**src/rtl/input_debouncer_pkg.sv**
```systemverilog
// rtl/input_debouncer_pkg.sv - shared IO constants for the switch debouncer
//
// Purpose: IO address map for the switch/event/display ports, readback field
// offsets, default debounce window, and the event-clear decode helper used by
// the system top-level to build CLR_EVT from IOAddr/IOWriteEn.
// Ports: none (package).
package input_debouncer_pkg;

  // IO address map seen by the MIPS core.
  typedef enum logic [3:0] {
    IO_ADDR_SW_READ   = 4'h0,
    IO_ADDR_EVT_CLEAR = 4'h1,
    IO_ADDR_DISPLAY   = 4'h2
  } io_addr_e;

  // Readback word layout: stable levels from bit 0, change flags from bit 16.
  localparam int RD_W    = 32;
  localparam int STB_LSB = 0;
  localparam int EVT_LSB = 16;
  localparam int MAX_W   = 16;

  // 65536 cycles at 10 MHz is about 6.55 ms; 17 bits hold 0..65535.
  localparam int DEFAULT_STABLE_CYCLES = 65536;
  localparam int DEFAULT_CNT_W         = 17;

  // An IO write to the event-clear address produces the one-cycle CLR_EVT pulse.
  function automatic logic is_evt_clear(input logic [3:0] io_addr,
                                        input logic       io_write_en);
    return io_write_en && (io_addr == IO_ADDR_EVT_CLEAR);
  endfunction

endpackage

```
**src/rtl/input_debouncer_bit.sv**
```systemverilog
// rtl/input_debouncer_bit.sv - one-bit synchronizer, stability counter and event flag
//
// Purpose: debounce one raw switch level. Module name: debounce_bit.
// Ports:
//   CLK      in   system clock
//   RESET    in   asynchronous active-high reset
//   sw_in    in   raw asynchronous switch level
//   clr_evt  in   clears the sticky change flag
//   stable   out  debounced level
//   evt      out  sticky flag, set when stable changes
module debounce_bit #(
  parameter int STABLE_CYCLES = 65536,
  parameter int CNT_W         = 17
) (
  input  logic CLK,
  input  logic RESET,
  input  logic sw_in,
  input  logic clr_evt,
  output logic stable,
  output logic evt
);

  localparam logic [CNT_W-1:0] CNT_LAST = CNT_W'(STABLE_CYCLES - 1);

  logic             s1;
  logic             s2;
  logic [CNT_W-1:0] cnt;
  logic             differs;
  logic             accept;

  // Two-flop synchronizer; sw_in is asynchronous to CLK.
  always_ff @(posedge CLK or posedge RESET) begin
    if (RESET) begin
      s1 <= 1'b0;
      s2 <= 1'b0;
    end else begin
      s1 <= sw_in;
      s2 <= s1;
    end
  end

  assign differs = (s2 != stable);
  // The edge on which the counter already reads STABLE_CYCLES-1 is the
  // STABLE_CYCLES-th consecutive differing sample, so the new level is taken.
  assign accept  = differs && (cnt == CNT_LAST);

  always_ff @(posedge CLK or posedge RESET) begin
    if (RESET) begin
      cnt    <= '0;
      stable <= 1'b0;
      evt    <= 1'b0;
    end else begin
      if (!differs) begin
        // Any return to the accepted level restarts the full window.
        cnt <= '0;
      end else if (accept) begin
        cnt    <= '0;
        stable <= s2;
      end else begin
        cnt <= cnt + CNT_W'(1);
      end

      // A new change outranks a simultaneous clear so no edge is lost.
      if (accept) begin
        evt <= 1'b1;
      end else if (clr_evt) begin
        evt <= 1'b0;
      end
    end
  end

endmodule

```
**src/rtl/input_debouncer.sv**
```systemverilog
// rtl/input_debouncer.sv - debounced switch inputs with sticky change flags and IO readback
//
// Purpose: condition WIDTH raw slide switches for the MIPS IOReadData path.
// Ports:
//   CLK           in   10 MHz system clock
//   RESET         in   asynchronous active-high reset
//   SW_IN         in   raw switch levels
//   CLR_EVT       in   one-cycle pulse (event-clear IO write) clearing all flags
//   SW_STABLE     out  debounced levels
//   SW_EVT        out  sticky per-bit change flags
//   IO_READ_DATA  out  {SW_EVT at bit 16, SW_STABLE at bit 0}, other bits 0
module input_debouncer
  import input_debouncer_pkg::*;
#(
  parameter int WIDTH         = 2,
  parameter int STABLE_CYCLES = DEFAULT_STABLE_CYCLES,
  parameter int CNT_W         = DEFAULT_CNT_W
) (
  input  logic             CLK,
  input  logic             RESET,
  input  logic [WIDTH-1:0] SW_IN,
  input  logic             CLR_EVT,
  output logic [WIDTH-1:0] SW_STABLE,
  output logic [WIDTH-1:0] SW_EVT,
  output logic [RD_W-1:0]  IO_READ_DATA
);

  // Each bit runs its own window, so simultaneous changes are independent.
  for (genvar i = 0; i < WIDTH; i++) begin : g_bit
    debounce_bit #(
      .STABLE_CYCLES (STABLE_CYCLES),
      .CNT_W         (CNT_W)
    ) u_bit (
      .CLK     (CLK),
      .RESET   (RESET),
      .sw_in   (SW_IN[i]),
      .clr_evt (CLR_EVT),
      .stable  (SW_STABLE[i]),
      .evt     (SW_EVT[i])
    );
  end

  // Readback is a pure function of registered state: reads have no side effects.
  always_comb begin
    IO_READ_DATA                      = '0;
    IO_READ_DATA[STB_LSB +: WIDTH]    = SW_STABLE;
    IO_READ_DATA[EVT_LSB +: WIDTH]    = SW_EVT;
  end

endmodule

```
**config.mk**
```make
export PLATFORM = sky130hd
export DESIGN_NAME = input_debouncer
export DESIGN_NICKNAME = d
export VERILOG_FILES = /design/src/rtl/input_debouncer_pkg.sv /design/src/rtl/input_debouncer_bit.sv /design/src/rtl/input_debouncer.sv
export SDC_FILE = /design/constraint.sdc
export NUM_CORES = 1
export LEC_CHECK = 0
export ABC_CLOCK_PERIOD_IN_PS = 1850
export CORE_UTILIZATION = 35
export CTS_CLUSTER_DIAMETER = 80
export DETAILED_ROUTE_END_ITERATION = 16
export SETUP_SLACK_MARGIN = 0.3
export SYNTH_ARGS = -nofsm -noshare
export SYNTH_HDL_FRONTEND = slang
export SYNTH_SLANG_ARGS = --single-unit
```
**constraint.sdc**
```tcl
create_clock -name CLK -period 1.85 [get_ports CLK]
set_input_delay 0.185 -clock CLK [delete_from_list [all_inputs] [get_ports CLK]]
set_output_delay 0.185 -clock CLK [all_outputs]
set_load 0.1 [all_outputs]
```
==> results.toml, run 1 <==
[floorplanning]
die_w_um = 81.1
design.die.area_sq_um = 6580
initial_core_util = 0.365
core_area_sq_um = 5990
row_count = 28
die_h_um = 81.1
num_io_pins = 41

[pwr]
ir_drop_mv = 0.408
share_seq_of_total_power = 0.480
p_sw_uw = 616
p_leak_uw = 0.00107
power_frac_comb = 0.164
p_int_uw = 1360
p_per_area_nw_per_um2 = 814
p_clk_frac = 0.356
swShare = 0.311

[yosys]
ys_warn_count = 0
synth_compound_area_frac = 0.0337
synth.avg_cell_area_sq_um = 9.91
synth-simple-area-share = 0.205
synthMuxAreaShare = 0.0103
ys_seq_area_frac = 0.480
synth_top_family_by_area = "simple AND/OR/NAND/NOR gates"
synth_fa_ha_area_frac = 0.0114
synth.cell_area_sq_um = 2190
synth_async_sr_flop_share = 1.00
synth_ff_type = "dfrtp_1"
synth_edf_count = 0
synth-seq-cells = 42
syn_inst = 221
yosysUniqueCellTypes = 29
synth-xor-area-share = 0.112

[critical_path]
critPathCaptureType = "flop"
worstPathArrival_ps = 1650
crit_required_ps = 2030
critPathLaunch = "g_bit[0].u_bit.cnt[0]$_DFF_PP0_"
r2r_start = "g_bit[0].u_bit.cnt[0]$_DFF_PP0_"
path_max_fanout = 5
criticalPathCategory = "flop to flop"
critPathLaunchType = "flop"

[finish]
n_fill_cell = 586
drive_gt1_frac = 0.176
area_growth_pct = 11.0
fin_util = 0.406
nets = 245
layout.cells.non_filler = 314
num_antenna_cells = 0

[sta]
max-slew-margin-rel = 0.651
final.setup.tns_ps = 0
rsz0062_at_grt = "false"
min_period_over_period = 0.793
finalSetupViolCount = 0
finalMaxSlewViolations = 0
max_clock_freq_mhz = 682
tightestPinTransition_ps = 523
fin_hold_ws_ps = 323
fin_crit_ps = 1470
fin_skew_ps = 5.03
hold_viol_final = 0

[detailed_routing]
top_layer_used = "met4"
route.met3.wl_um = 152
wl_met2_mm = 1.54
first_pass_iters = 4
wl_per_cell_um = 11.4
drtAntennaViolNets = 0
via_per_inst = 4.59
wl_met1_mm = 1.84
drt_first_iter_violations = 70
routed_wl_mm = 3.57
num_vias = 1441
drc_errors = 0

[run]
cap_violations = 0

[place]
gp_congestion = 0.739
dp.cells = 303
place_hpwl_mm = 2.46
io_buffers = 12

[grt]
grt_antenna_before_repair = 0
grt_pass1_wl_mm = 5.85
overflow = 0
grt_pass1_vias = 1247
grt_max_degree = 43
grt.total_usage = 0.119

[clock_tree]
clock_sinks = 42
clockBufferDepth = 2
cts_root_buf = "clkbuf_8"
ctsHtreeMaxLevel = 2
numCtsBuffers = 5
clock_latency_ps = 290
path_clk_slew_ps = 80
hold_buffers = 0
cts_tree = "done"

[run_status]
status = "complete, no violations"

[min_path]
hold_path_class = "input port to asynchronous set/reset pin"
## Yosys cell counts (4+ instances only)
| library cell | count | area (sq um) |
|---|---|---|
| nor3_1 | 7 | 35.0 |
| dfrtp_1 | 42 | 1050 |
| nor2_1 | 33 | 124 |
| nand2_1 | 10 | 37.5 |
| and4_1 | 4 | 35.0 |
| a21oi_1 | 4 | 20.0 |
| buf_4 | 38 | 285 |
| xnor2_1 | 18 | 158 |
| inv_1 | 8 | 30.0 |
| nand4_1 | 9 | 56.3 |
| nand3_1 | 10 | 50.1 |
| xor2_1 | 10 | 87.6 |
## through the flow
stage                     instance area [sq um]  power (uW)  setup WS (ps)
after floorplan                            2290        1300            321
after global placement                     2250        1280            285
final                                      2430        1980            383
after detailed placement                   2250        1280            255
after global routing                       2430        2050            300
after CTS                                  2380        2000            292
## cells in the final DEF, fill, tap and decap left out, drive strengths merged
master / instances
o21ai: 3
xor2: 10
a21o: 1
buf: 18
mux2: 2
nor4: 2
ha: 2
nand2: 10
dfrtp: 42
nor2: 34
nand3: 10
o22ai: 2
nor3: 7
nand4: 12
clkinv: 2
or2: 2
a21oi: 4
clkbuf: 5
conb: 28
a41o: 1
bufinv: 1
and4: 5
and3: 2
inv: 8
xnor2: 18
clkdlybuf4s50: 4
or3: 3
a311oi: 1
## cell type report
type | count | area (sq um) | share of cell area
repair buffers | 22 | 179 | 0.0736
well taps | 75 | 93.8 | 0.0386
clock buffers | 5 | 68.8 | 0.0283
multi-input cells | 159 | 966 | 0.397
clock inverters | 3 | 40.0 | 0.0165
flip-flops and latches | 42 | 1050 | 0.433
inverters | 8 | 30.0 | 0.0124
## path summary, 6_finish.rpt
| path | end | slack, ps | cells past startpoint |
|---|---|---|---|
| worst max register to register | g_bit[0].u_bit.cnt[10]$_DFF_PP0_ | 380 | 6 |
| min in group CLK | g_bit[1].u_bit.s1$_DFF_PP0_ | 320 | 1 |
| max in group asynchronous | g_bit[1].u_bit.cnt[8]$_DFF_PP0_ | 1150 | 3 |
| worst min-delay path | g_bit[0].u_bit.cnt[0]$_DFF_PP0_ | 320 | 3 |
| worst max-delay path | g_bit[0].u_bit.cnt[10]$_DFF_PP0_ | 380 | 6 |
| worst min register to register | g_bit[1].u_bit.s2$_DFF_PP0_ | 350 | 0 |
## worst max-delay path, stage by stage (launching register included)
cell and delay, ps:
dfrtp_1 420, ha_2 230, nand4_1 140, buf_4 190, nor3_1 190, xnor2_1 150, nor2_1 50
## sequential cells by signal (all words and copies together), names as in the netlist
register and flops:
g_bit.u_bit.cnt 34, g_bit.u_bit.evt 2, g_bit.u_bit.s1 2, g_bit.u_bit.s2 2, g_bit.u_bit.stable 2
## routing by layer
| metal | global-route usage | vias up |
|---|---|---|
| met3 | 0.0303 | 2 |
| met5 | 0 | - |
| met2 | 0.166 | 48 |
| met1 | 0.172 | 683 |
| met4 | 0.0536 | 0 |
| li1 | - | 708 |
## power groups by stage
stage / combinational, uW / clock, uW / sequential, uW
after floorplan: 336 / 0 / 962
after global placement: 317 / 0 / 965
after detailed placement: 317 / 0 / 966
after CTS: 320 / 729 / 948
after global routing: 341 / 758 / 953
final: 324 / 705 / 950
## cells by family (layout without fill, tap and decap cells)
kind of cell / count (synthesis) / in the layout
buf+inv: 47 / 38
xor+xnor: 28 / 28
flops: 42 / 42
simple gates: 87 / 87
mux: 2 / 2
fa+ha+maj: 2 / 2
compound gates: 12 / 12
other cells: 1 / 28
## repair_timing
action / in CTS / in global routing
gates resized for setup: 2 / 10
pin swaps: 1 / 1
endpoints found under the setup margin: 26 / 32
endpoints found under the hold margin: 0 / 0
buffers inserted: 1 / 2
No activity file was read; power rests on OpenSTA's default activity.
==> run 2, diff against run 1 <==
--- a/config.mk
+++ b/config.mk
@@ -5,7 +5,7 @@
 export SDC_FILE = /design/constraint.sdc
 export NUM_CORES = 1
 export LEC_CHECK = 0
-export ABC_CLOCK_PERIOD_IN_PS = 1850
+export ABC_CLOCK_PERIOD_IN_PS = 1300
 export CORE_UTILIZATION = 35
 export CTS_CLUSTER_DIAMETER = 80
 export DETAILED_ROUTE_END_ITERATION = 16
==> constraint.sdc (replaced) <==
create_clock -name CLK -period 1.3 [get_ports CLK]
set_input_delay 0.13 -clock CLK [delete_from_list [all_inputs] [get_ports CLK]]
set_output_delay 0.13 -clock CLK [all_outputs]
set_load 0.1 [all_outputs]
==> results.toml, run 2 (synthesized netlist as in run 1, its figures left out) <==
[clock_tree]
hold_buffers = 0
numCtsBuffers = 5
clockBufferDepth = 2
ctsHtreeMaxLevel = 2
clock_latency_ps = 300
path_clk_slew_ps = 80
cts_tree = "done"
cts_root_buf = "clkbuf_8"
clock_sinks = 42

[sta]
finalSetupViolCount = 33
max-slew-margin-rel = 0.618
fin_skew_ps = 10.1
tightestPinTransition_ps = 567
fin_crit_ps = 1660
final.setup.tns_ps = -3380
hold_viol_final = 0
min_period_over_period = 1.28
max_clock_freq_mhz = 602
finalMaxSlewViolations = 0
rsz0062_at_grt = "true"
finalWorstSetupSlack_ps = -360

[critical_path]
critPathCapture = "g_bit[0].u_bit.cnt[14]$_DFF_PP0_"
regToRegSetupSlack_ps = -360
critPathLaunch = "g_bit[0].u_bit.cnt[0]$_DFF_PP0_"
path_max_fanout = 3
r2r_cells = 6
r2r_start = "g_bit[0].u_bit.cnt[0]$_DFF_PP0_"
worstPathArrival_ps = 1850
criticalPathCategory = "flop to flop"
critPathCaptureType = "flop"
r2r-end = "g_bit[0].u_bit.cnt[14]$_DFF_PP0_"
critPathLaunchType = "flop"
crit_required_ps = 1490

[place]
gp_congestion = 0.767
dp_slack_ps = -153
place_hpwl_mm = 2.88
placedInstanceArea_sq_um = 2680
io_buffers = 12

[detailed_routing]
num_vias = 1684
via_per_inst = 4.68
first_pass_iters = 4
drt_first_iter_violations = 18
wl_per_cell_um = 12.8
drtAntennaViolNets = 0
routed_wl_mm = 4.63
drc_errors = 0

[finish]
seq_area_sq_um = 1050
final_area_sq_um = 3170
nets = 291
largest_reg_flops = 34
area_growth_pct = 44.6
n_fill_cell = 518
regMostFlops = "g_bit.u_bit.cnt"
drive_gt1_frac = 0.467
mostFrequentLayoutCells = "41 x buf_4, 40 x dfrtp_1, 28 x conb_1"
num_antenna_cells = 0
multi_input_area_sq_um = 1190
final_common_cell = "buf_4"

[floorplanning]
die_h_um = 81.1
num_io_pins = 41
row_count = 28
core_area_sq_um = 5990
die_w_um = 81.1
initial_core_util = 0.365
design.die.area_sq_um = 6580

[grt]
grt_antenna_before_repair = 0
grt_pass1_wl_mm = 7.29
grt_max_degree = 43
grt_pass1_vias = 1671
grt.total_usage = 0.147
overflow = 0

[min_path]
hold_path_class = "input port to asynchronous set/reset pin"

[pwr]
p_per_area_nw_per_um2 = 917
p_leak_uw = 0.00141
ir_drop_mv = 0.562
total_power_uw = 2900

[run_status]
violations = "setup timing"
status = "complete, but fails checks"

[run]
cap_violations = 0
## run 2: changes by cell type in the layout (fill, tap and decap cells not counted), moves of 3 or more
cell	before	now
buf_6	1	13
a21oi_1	3	0
a21oi_2	1	4
nor2_1	33	7
nor2_2	0	21
nor2_4	1	6
nor3_1	6	2
buf_4	17	41
nor3_4	0	3
buf_12	0	9
## run 2: final cells by class
cell class                 count  area share
multi-input combinational    159       0.375
clock inverter                 3      0.0126
tap                           75      0.0296
timing repair buffer          68       0.218
clock buffer                   5      0.0217
sequential                    42       0.333
inverter                       8      0.0107
## run 2: metal layers
layer	GRT usage	wire length, um
met1	0.167	1850
met2	0.262	2550
met3	0.0393	130
met4	0.0500	90
met5	0	0
## run 2: repair_timing
action                                 in CTS  in global routing
endpoints found under the hold margin       0                  0
setup endpoints to repair                  46                 46
resized for setup                          41                 32
buffers inserted                            8                  4
cloned                                      1                  0
pin swaps                                  10                 13
## run 2: worst min-delay path by stage
| stage | startpoint | to | cells after the start |
|---|---|---|---|
| after floorplan | RESET | g_bit[0].u_bit.cnt[0]$_DFF_PP0_ | 1 |
| after global placement | g_bit[0].u_bit.s1$_DFF_PP0_ | g_bit[0].u_bit.s2$_DFF_PP0_ | 0 |
| after detailed placement | g_bit[0].u_bit.s1$_DFF_PP0_ | g_bit[0].u_bit.s2$_DFF_PP0_ | 0 |
| after CTS | RESET | g_bit[0].u_bit.cnt[7]$_DFF_PP0_ | 3 |
| after global routing | RESET | g_bit[0].u_bit.cnt[6]$_DFF_PP0_ | 3 |
| final | RESET | g_bit[0].u_bit.cnt[6]$_DFF_PP0_ | 3 |
## run 2: power breakdown
group          total [uW]  leakage, uW  switching [uW]  internal [uW]
clock                1010    0.0000579             449            565
sequential           1340     0.000569            18.3           1330
combinational         545     0.000779             448           96.4
## run 2: per-stage QoR
stage          std cells   util  hold slack (ps)
2_1_floorplan        248      -              122
3_3_place_gp         339  0.447              336
3_5_place_dp         339  0.447              337
4_1_cts              356  0.501              233
5_1_grt              360  0.528              262
6_report             360  0.528              225
## run 2: worst max-delay path, cell delays in order, from the launching register on
cell	delay, ps
dfrtp_1	350
ha_2	180
nand4_1	150
buf_4	190
nor4_1	430
xnor2_1	200
nor2_1	60
